## src/rtl/ecc_scrub_ctrl.sv

```systemverilog
// Background ECC scrubber: walks all words in idle memory cycles, writes back single-bit corrections.
// Define ECC_SCRUB_ERR_LOG_EN to latch the first uncorrectable address into err_addr/err_valid.
//
// state | meaning
// IDLE  | scrubbing disabled, address retained
// WAIT  | idle gap between passes
// READ  | issue read when the functional port is idle
// CHECK | read data and decoder flags valid
// WB    | write back corrected word when the functional port is idle
// NEXT  | advance/wrap address, end-of-pass handling
module ecc_scrub_ctrl #(
    parameter int DATA_WIDTH   = 172,
    parameter int PARITY_WIDTH = 9,
    parameter int ADDR_WIDTH   = 6,
    parameter int DEPTH        = 64,
    parameter int CNT_WIDTH    = 8
) (
    input  logic                    clk,
    input  logic                    rst,
    input  logic                    scrub_en,
    input  logic [15:0]             scrub_interval,
    input  logic                    cnt_clr,
    input  logic                    func_req,
    input  logic                    func_wr,
    input  logic [ADDR_WIDTH-1:0]   func_addr,
    output logic                    mem_rd_en,
    output logic                    mem_wr_en,
    output logic [ADDR_WIDTH-1:0]   mem_addr,
    output logic [DATA_WIDTH-1:0]   mem_wr_data,
    output logic [PARITY_WIDTH-1:0] mem_wr_parity,
    input  logic [DATA_WIDTH-1:0]   mem_rd_data,
    input  logic [PARITY_WIDTH-1:0] mem_rd_parity,
    output logic [DATA_WIDTH-1:0]   dec_data_in,
    output logic [PARITY_WIDTH-1:0] dec_parity_in,
    input  logic [DATA_WIDTH-1:0]   dec_data_out,
    input  logic                    dec_sbit_err,
    input  logic                    dec_dbit_err,
    input  logic                    dec_ecc_fault,
    output logic [DATA_WIDTH-1:0]   enc_data,
    input  logic [PARITY_WIDTH-1:0] enc_parity,
    output logic [CNT_WIDTH-1:0]    sbit_cnt,
    output logic [CNT_WIDTH-1:0]    dbit_cnt,
    output logic [CNT_WIDTH-1:0]    fault_cnt,
    output logic                    scrub_irq,
    output logic                    pass_done,
    output logic                    busy,
    output logic [ADDR_WIDTH-1:0]   err_addr,
    output logic                    err_valid
);
    typedef enum logic [2:0] {S_IDLE, S_WAIT, S_READ, S_CHECK, S_WB, S_NEXT} state_t;

    localparam logic [ADDR_WIDTH-1:0] LAST_ADDR = ADDR_WIDTH'(DEPTH - 1);
    localparam logic [CNT_WIDTH-1:0]  CNT_MAX   = '1;

    state_t                  state;
    logic [ADDR_WIDTH-1:0]   addr;
    logic [15:0]             wait_cnt;
    logic [DATA_WIDTH-1:0]   corr_data;
    logic                    hazard;
    logic                    in_check;
    logic                    sbit_ev;
    logic                    dbit_ev;
    logic                    fault_ev;
    logic                    unc_ev;

    // A functional write to the word being scrubbed makes our corrected copy stale.
    assign hazard   = func_req & func_wr & (func_addr == addr);
    assign in_check = (state == S_CHECK);
    assign sbit_ev  = in_check & dec_sbit_err & ~dec_dbit_err & ~dec_ecc_fault;
    assign dbit_ev  = in_check & dec_dbit_err;
    assign fault_ev = in_check & dec_ecc_fault;
    assign unc_ev   = dbit_ev | fault_ev;

    assign mem_rd_en     = (state == S_READ) & ~func_req;
    assign mem_wr_en     = (state == S_WB) & ~func_req;
    assign mem_addr      = addr;
    assign mem_wr_data   = corr_data;
    assign enc_data      = corr_data;
    assign mem_wr_parity = (state == S_WB) ? enc_parity : '0;
    assign dec_data_in   = mem_rd_data;
    assign dec_parity_in = mem_rd_parity;
    assign busy          = (state != S_IDLE);

    always_ff @(posedge clk or posedge rst) begin
        if (rst) begin
            state     <= S_IDLE;
            addr      <= '0;
            wait_cnt  <= '0;
            corr_data <= '0;
            pass_done <= 1'b0;
        end else begin
            pass_done <= 1'b0;
            case (state)
                S_IDLE:  if (scrub_en) state <= S_READ;
                S_WAIT: begin
                    if (!scrub_en)          state <= S_IDLE;
                    else if (wait_cnt == '0) state <= S_READ;
                    else                    wait_cnt <= wait_cnt - 16'd1;
                end
                S_READ:  if (!func_req) state <= S_CHECK;
                S_CHECK: begin
                    if (sbit_ev && !hazard) begin
                        corr_data <= dec_data_out;
                        state     <= S_WB;
                    end else begin
                        state <= S_NEXT;
                    end
                end
                S_WB:    if (hazard || !func_req) state <= S_NEXT;
                S_NEXT: begin
                    if (addr == LAST_ADDR) begin
                        addr      <= '0;
                        pass_done <= 1'b1;
                        wait_cnt  <= scrub_interval;
                        state     <= scrub_en ? S_WAIT : S_IDLE;
                    end else begin
                        addr  <= addr + 1'b1;
                        state <= scrub_en ? S_READ : S_IDLE;
                    end
                end
                default: state <= S_IDLE;
            endcase
        end
    end

    // A clear coinciding with an event leaves that event counted.
    function automatic logic [CNT_WIDTH-1:0] cnt_next(input logic [CNT_WIDTH-1:0] c,
                                                      input logic ev, input logic clr);
        if (clr)                    return ev ? CNT_WIDTH'(1) : '0;
        else if (ev && c != CNT_MAX) return c + 1'b1;
        else                        return c;
    endfunction

    always_ff @(posedge clk or posedge rst) begin
        if (rst) begin
            sbit_cnt  <= '0;
            dbit_cnt  <= '0;
            fault_cnt <= '0;
            scrub_irq <= 1'b0;
        end else begin
            sbit_cnt  <= cnt_next(sbit_cnt, sbit_ev, cnt_clr);
            dbit_cnt  <= cnt_next(dbit_cnt, dbit_ev, cnt_clr);
            fault_cnt <= cnt_next(fault_cnt, fault_ev, cnt_clr);
            scrub_irq <= cnt_clr ? unc_ev : (scrub_irq | unc_ev);
        end
    end

`ifdef ECC_SCRUB_ERR_LOG_EN
    always_ff @(posedge clk or posedge rst) begin
        if (rst) begin
            err_addr  <= '0;
            err_valid <= 1'b0;
        end else if (cnt_clr) begin
            err_valid <= unc_ev;
            if (unc_ev) err_addr <= addr;
        end else if (unc_ev && !err_valid) begin
            err_valid <= 1'b1;
            err_addr  <= addr;
        end
    end
`else
    assign err_addr  = '0;
    assign err_valid = 1'b0;
`endif

endmodule

```

## config.mk

```make
export PLATFORM = sky130hd
export DESIGN_NAME = ecc_scrub_ctrl
export DESIGN_NICKNAME = d
export VERILOG_FILES = /design/src/rtl/ecc_scrub_ctrl.sv
export SDC_FILE = /design/constraint.sdc
export NUM_CORES = 1
export LEC_CHECK = 0
export ABC_AREA = 1
export ABC_CLOCK_PERIOD_IN_PS = 23800
export CORE_AREA = 5 5 372 374
export DETAILED_ROUTE_END_ITERATION = 8
export DIE_AREA = 0 0 377 379
export PLACE_DENSITY = 0.36
export REMOVE_ABC_BUFFERS = 1
export SYNTH_ARGS = -nofsm -noshare
export SYNTH_HDL_FRONTEND = slang
export SYNTH_SLANG_ARGS = --single-unit
```

## constraint.sdc

```tcl
create_clock -name clk -period 23.8 [get_ports clk]
set_input_delay 4.76 -clock clk [delete_from_list [all_inputs] [get_ports clk]]
set_output_delay 4.76 -clock clk [all_outputs]
set_load 0.02 [all_outputs]
```

======== Word-level counts from Yosys, hierarchy flattened ========
Cells that the tools add are included.
word-level totals
  register bits ........................... 223
  bits of input ports ..................... 393
  output and inout port bits .............. 576
  logic and storage cells ................. 90
cells by class
  $add $sub $neg .......................... 5
  equality and inequality tests ........... 17
  muxes and demuxes ....................... 28
  bitwise logic cells ..................... 14
  reduce and logical (&&, ||, !) cells .... 17
operator list
  kind                                                                  count
  16-bit two-way mux                                                    3
  8-bit two-way mux                                                     6
  16-bit one-hot mux with 2 select lines                                1
  8-bit by 1-bit adder with 8-bit output, second input constant         3
  8-bit inequality test, second input constant                          3
  3-bit one-hot mux with 6 select lines                                 1
  16-bit zero test                                                      1
  16-bit by 1-bit subtractor with 16-bit output, second input constant  1
  3-bit two-way mux                                                     5
  2-bit inequality test, second input constant                          5
  1-bit AND                                                             9
  9-bit two-way mux                                                     1
  1-bit two-way mux                                                     8
  4-bit AND reduction                                                   2
  2-bit nonzero test                                                    4
  6-bit by 1-bit adder with 6-bit output, second input constant         1
  3-bit by 2-bit == test with 1-bit output, second input constant       2
  3-bit == test, second input constant                                  2
  6-bit == test                                                         1
  6-bit == test, second input constant                                  1
  6-bit two-way mux                                                     1
  1-bit logical AND                                                     4
  2-bit two-way mux                                                     2
  3-bit by 1-bit == test with 1-bit output, second input constant       1
  9 further kinds                                                       13

======== Depth between registers and ports, before layout ========
  depth after elaboration ................. 7
  mapped depth ............................ 11
  gate-level depth less buffers ........... 11

======== Worst setup path before layout ========
OpenSTA, ideal clock, no wires.
  path kind ............................... input port to output port
  from .................................... input port enc_parity[0]
  to ...................................... output port mem_wr_parity[0]
  arrival ................................. 5.074 ns
  required time ........................... 19.040 ns
  setup slack ............................. 13.966 ns
  stages .................................. 2
  path buffers ............................ 0
  cells stage by stage .................... inv_1 -> nor2_1
between the ends
  word-level cells in the longest chain between the ends .. 1
RTL lines
  item               line  text
  from (decl)        40    input logic [PARITY_WIDTH-1:0] enc_parity,
  9-bit two-way mux  79    assign mem_wr_parity = (state == S_WB) ? enc_parity : '0;
  to (decl)          30    output logic [PARITY_WIDTH-1:0] mem_wr_parity,
No other way between the ends.

======== Worst setup path in the final report ========
  from .................................... input port func_req
  to ...................................... output port mem_rd_en
between the ends
  word-level cells in the longest chain between the ends .. 2
RTL lines
  item         line  text
  from (decl)  23    input logic func_req,
  1-bit NOT    74    assign mem_rd_en = (state == S_READ) & ~func_req;
  1-bit AND    74
  to (decl)    26    output logic mem_rd_en,
No other way between the ends.

==> metrics.yaml <==
finalHoldViolations: 0
path_delay_family: "buffers and inverters"
crit_type: "primary input to output port"
synth-main-ff-cell: "dfrtp_1"
ioPinCount: 969
grt_usage: 0.157
std_cell_rows: 135
switching_share: 0.457
ys_seq_elements: 223
reg2reg_depth: 8
initial_core_util: 0.0944
grt_pass1_wl_um: 144000
final_nets: 2194
dieArea_sq_mm: 0.143
drive_gt1_frac: 0.0445
final_antenna_net_count: 0
cpPeakStageDelay_ps: 620
num_vias: 11800
path_buf_inv: 2
p_leak_nw: 8.08
wl_per_cell_um: 32.3
grt_max_degree: 82
cts_setup_buffers: 0
combinationalPowerShare: 0.520
antenna_found_initial: 4
nFillCells: 15300
tritoncts: "yes"
wirelength_um: 116000
cts_resized: 0
crit_fanout: 5
yosysSeqAreaShare: 0.439
cpMaxStageDelayCell: "clkdlybuf4s50_1"
grt_overflow: 0
synth_edf_count: 0
synth_area_sq_mm: 0.0127
required_ps: 19040
cts_buffer_depth: 3
cts_buffers: 34
finalPower_mw: 2.60
synth-xor-area-share: 0.00621
fin_skew_ps: 36.7
htreeDepth: 2
cp_cell_sequence: "clkdlybuf4s50_1, nor2_1, clkdlybuf4s50_1"
setup_tns_ps: 0
place_congestion: 0.721
final_max_slew_viol_count: 0
critPathCapture: "mem_rd_en"
ir_worst_vdd_mv: 0.0629
setup.worst_path.end_class: "output port"
outcome: "complete, no violations"
p_sw_mw: 1.19
arrival_ps: 6100
die_y_um: 379
ys_types: 36
cp.depth: 3
rsz0062_at_grt: "false"
worst_pin_slew_ps: 926
reg2reg_from: "mem_addr[3]$_DFFE_PP0P_"
power_density_mw_per_mm2: 136
maxCapViolCount: 0
setup_viol: 0
die_x_um: 377
hold_class: "flip-flop to flip-flop"
whs_ps: 492
avgSynthCellArea_sq_um: 8.09
p_seq_frac: 0.279
insertion_delay_ps: 580
p_clk_frac: 0.201
syn_inst: 1571
dp_hpwl_um: 91200
critPathLaunchType: "primary input"
final_cell_mix: "599 x clkdlybuf4s50_1, 451 x nand2_1, 223 x dfrtp_1"
timing.rr.end: "enc_data[20]$_DFFE_PP0P_"
vias_per_cell: 3.27
ys_warn_count: 0
r2r_setup_slack_ps: 19680
cp-startpoint: "func_req"
grt_pass1_vias: 11800
period_minus_slack_ps: 10860
fmax_ghz: 0.0921
min-delay-start: "enc_data[50]$_DFFE_PP0P_"
p_int_mw: 1.41
final_common_cell: "clkdlybuf4s50_1"
synthAdderAreaFrac: 0.00591
cts_root_buf: "clkbuf_16"
cp_common_cell: "clkdlybuf4s50_1"
finalCritPeriodShare: 0.456
synth-simple-area-share: 0.251
clk_pin_slew_worst_paths_ps: 50
area_growth_pct: 50.3
postCtsHoldBufs: 0
core_area_sq_mm: 0.135
synth_top_family_by_area: "buffers and inverters"
dr.first_iter.drc_count: 780
max_slew_margin: 0.382
synthMuxAreaShare: 0
postLayoutCoreUtil: 0.142
drc: 0
cts_sinks: 223
synth_compound_area_frac: 0.0328
io_buffers: 599
async_flop_share: 1.00
dr.pass1.iters: 5
## metrics by stage
stage          std cells  instance area (sq um)  worst slack (ps)
5_1_grt             3600                  19100             12870
3_5_place_dp        3540                  18000             12910
6_report            3602                  19100             12940
2_1_floorplan       1150                   9640             11300
4_1_cts             3600                  19100             12910
3_3_place_gp        3540                  18000             12950
## power by group through the flow
stage	clock network (mW)	registers, mW	logic, mW
after floorplan	0	0.998	0.204
after global placement	0	0.732	1.40
after detailed placement	0	0.734	1.39
after CTS	0.545	0.734	1.40
after global routing	0.555	0.755	1.45
final	0.521	0.725	1.35
## metal layers
layer | track usage | vias up | part of all wire
met3 | 0.156 | 87 | 0.21
met4 | 0.0249 | 38 | 0.015
met5 | 0.112 | - | 0.019
met1 | 0.185 | 5496 | 0.41
met2 | 0.191 | 1066 | 0.35
li1 | - | 5074 | -
## state kept, by name, indices dropped and copies added, names as in the netlist
register / count
wait_cnt: 16
sbit_cnt: 8
state: 3
pass_done: 1
scrub_irq: 1
fault_cnt: 8
mem_addr: 6
dbit_cnt: 8
enc_data: 172
## layout make-up
type,count,area (sq um),share of cell area
well taps,1781,2230,0.117
multi-input cells,855,3800,0.199
flip-flops and latches,223,5580,0.292
clock inverters,11,109,0.00570
repair buffers,609,6070,0.318
inverters,72,278,0.0145
diodes,2,5.00,0.000262
clock buffers,49,1020,0.0533
## synthesized netlist by cell type, types with 2 or more instances
master,instances,share of area
nand2_1,452,0.13
buf_4,364,0.22
dfrtp_1,223,0.44
nand3_1,208,0.082
nor2_1,73,0.022
inv_1,69,0.020
buf_2,37,0.015
o21ai_0,37,0.015
a21oi_1,19,0.0075
clkbuf_1,14,0.0041
buf_6,10,0.0089
nor3_1,8,0.0032
o211ai_1,8,0.0047
xor2_1,7,0.0048
ha_1,6,0.0059
nand4_1,4,0.0020
a31oi_1,3,0.0015
inv_2,3,0.00089
nor2_2,3,0.0015
buf_1,2,0.00059
nor3_2,2,0.0016
nor3b_1,2,0.0012
o21ai_1,2,0.00079
o31ai_1,2,0.0012
xnor2_1,2,0.0014
## how the worst min path moves through the flow
stage / endpoint / slack (ps) / cells past startpoint
2_1_floorplan: wait_cnt[14]$_DFFE_PP0P_ / 450 / 2
3_3_place_gp: enc_data[50]$_DFFE_PP0P_ / 480 / 2
3_5_place_dp: enc_data[134]$_DFFE_PP0P_ / 480 / 2
4_1_cts: enc_data[134]$_DFFE_PP0P_ / 500 / 2
5_1_grt: wait_cnt[14]$_DFFE_PP0P_ / 510 / 2
6_report: enc_data[50]$_DFFE_PP0P_ / 490 / 2
## tightest hold or removal path, stage by stage (launching register included)
cell     delay, ps
dfrtp_1        350
nand2_1         60
nand2_1         50
## kinds of logic after synthesis
logic type | count (synthesis)
adders and majority gates | 6
other | 1
AOI/OAI and AO/OA | 75
xor gates and xnor gates | 9
buffers and inverters | 499
and+or+nand+nor | 758
DFF | 223
Note: power is estimated with default switching activity, not from simulation.
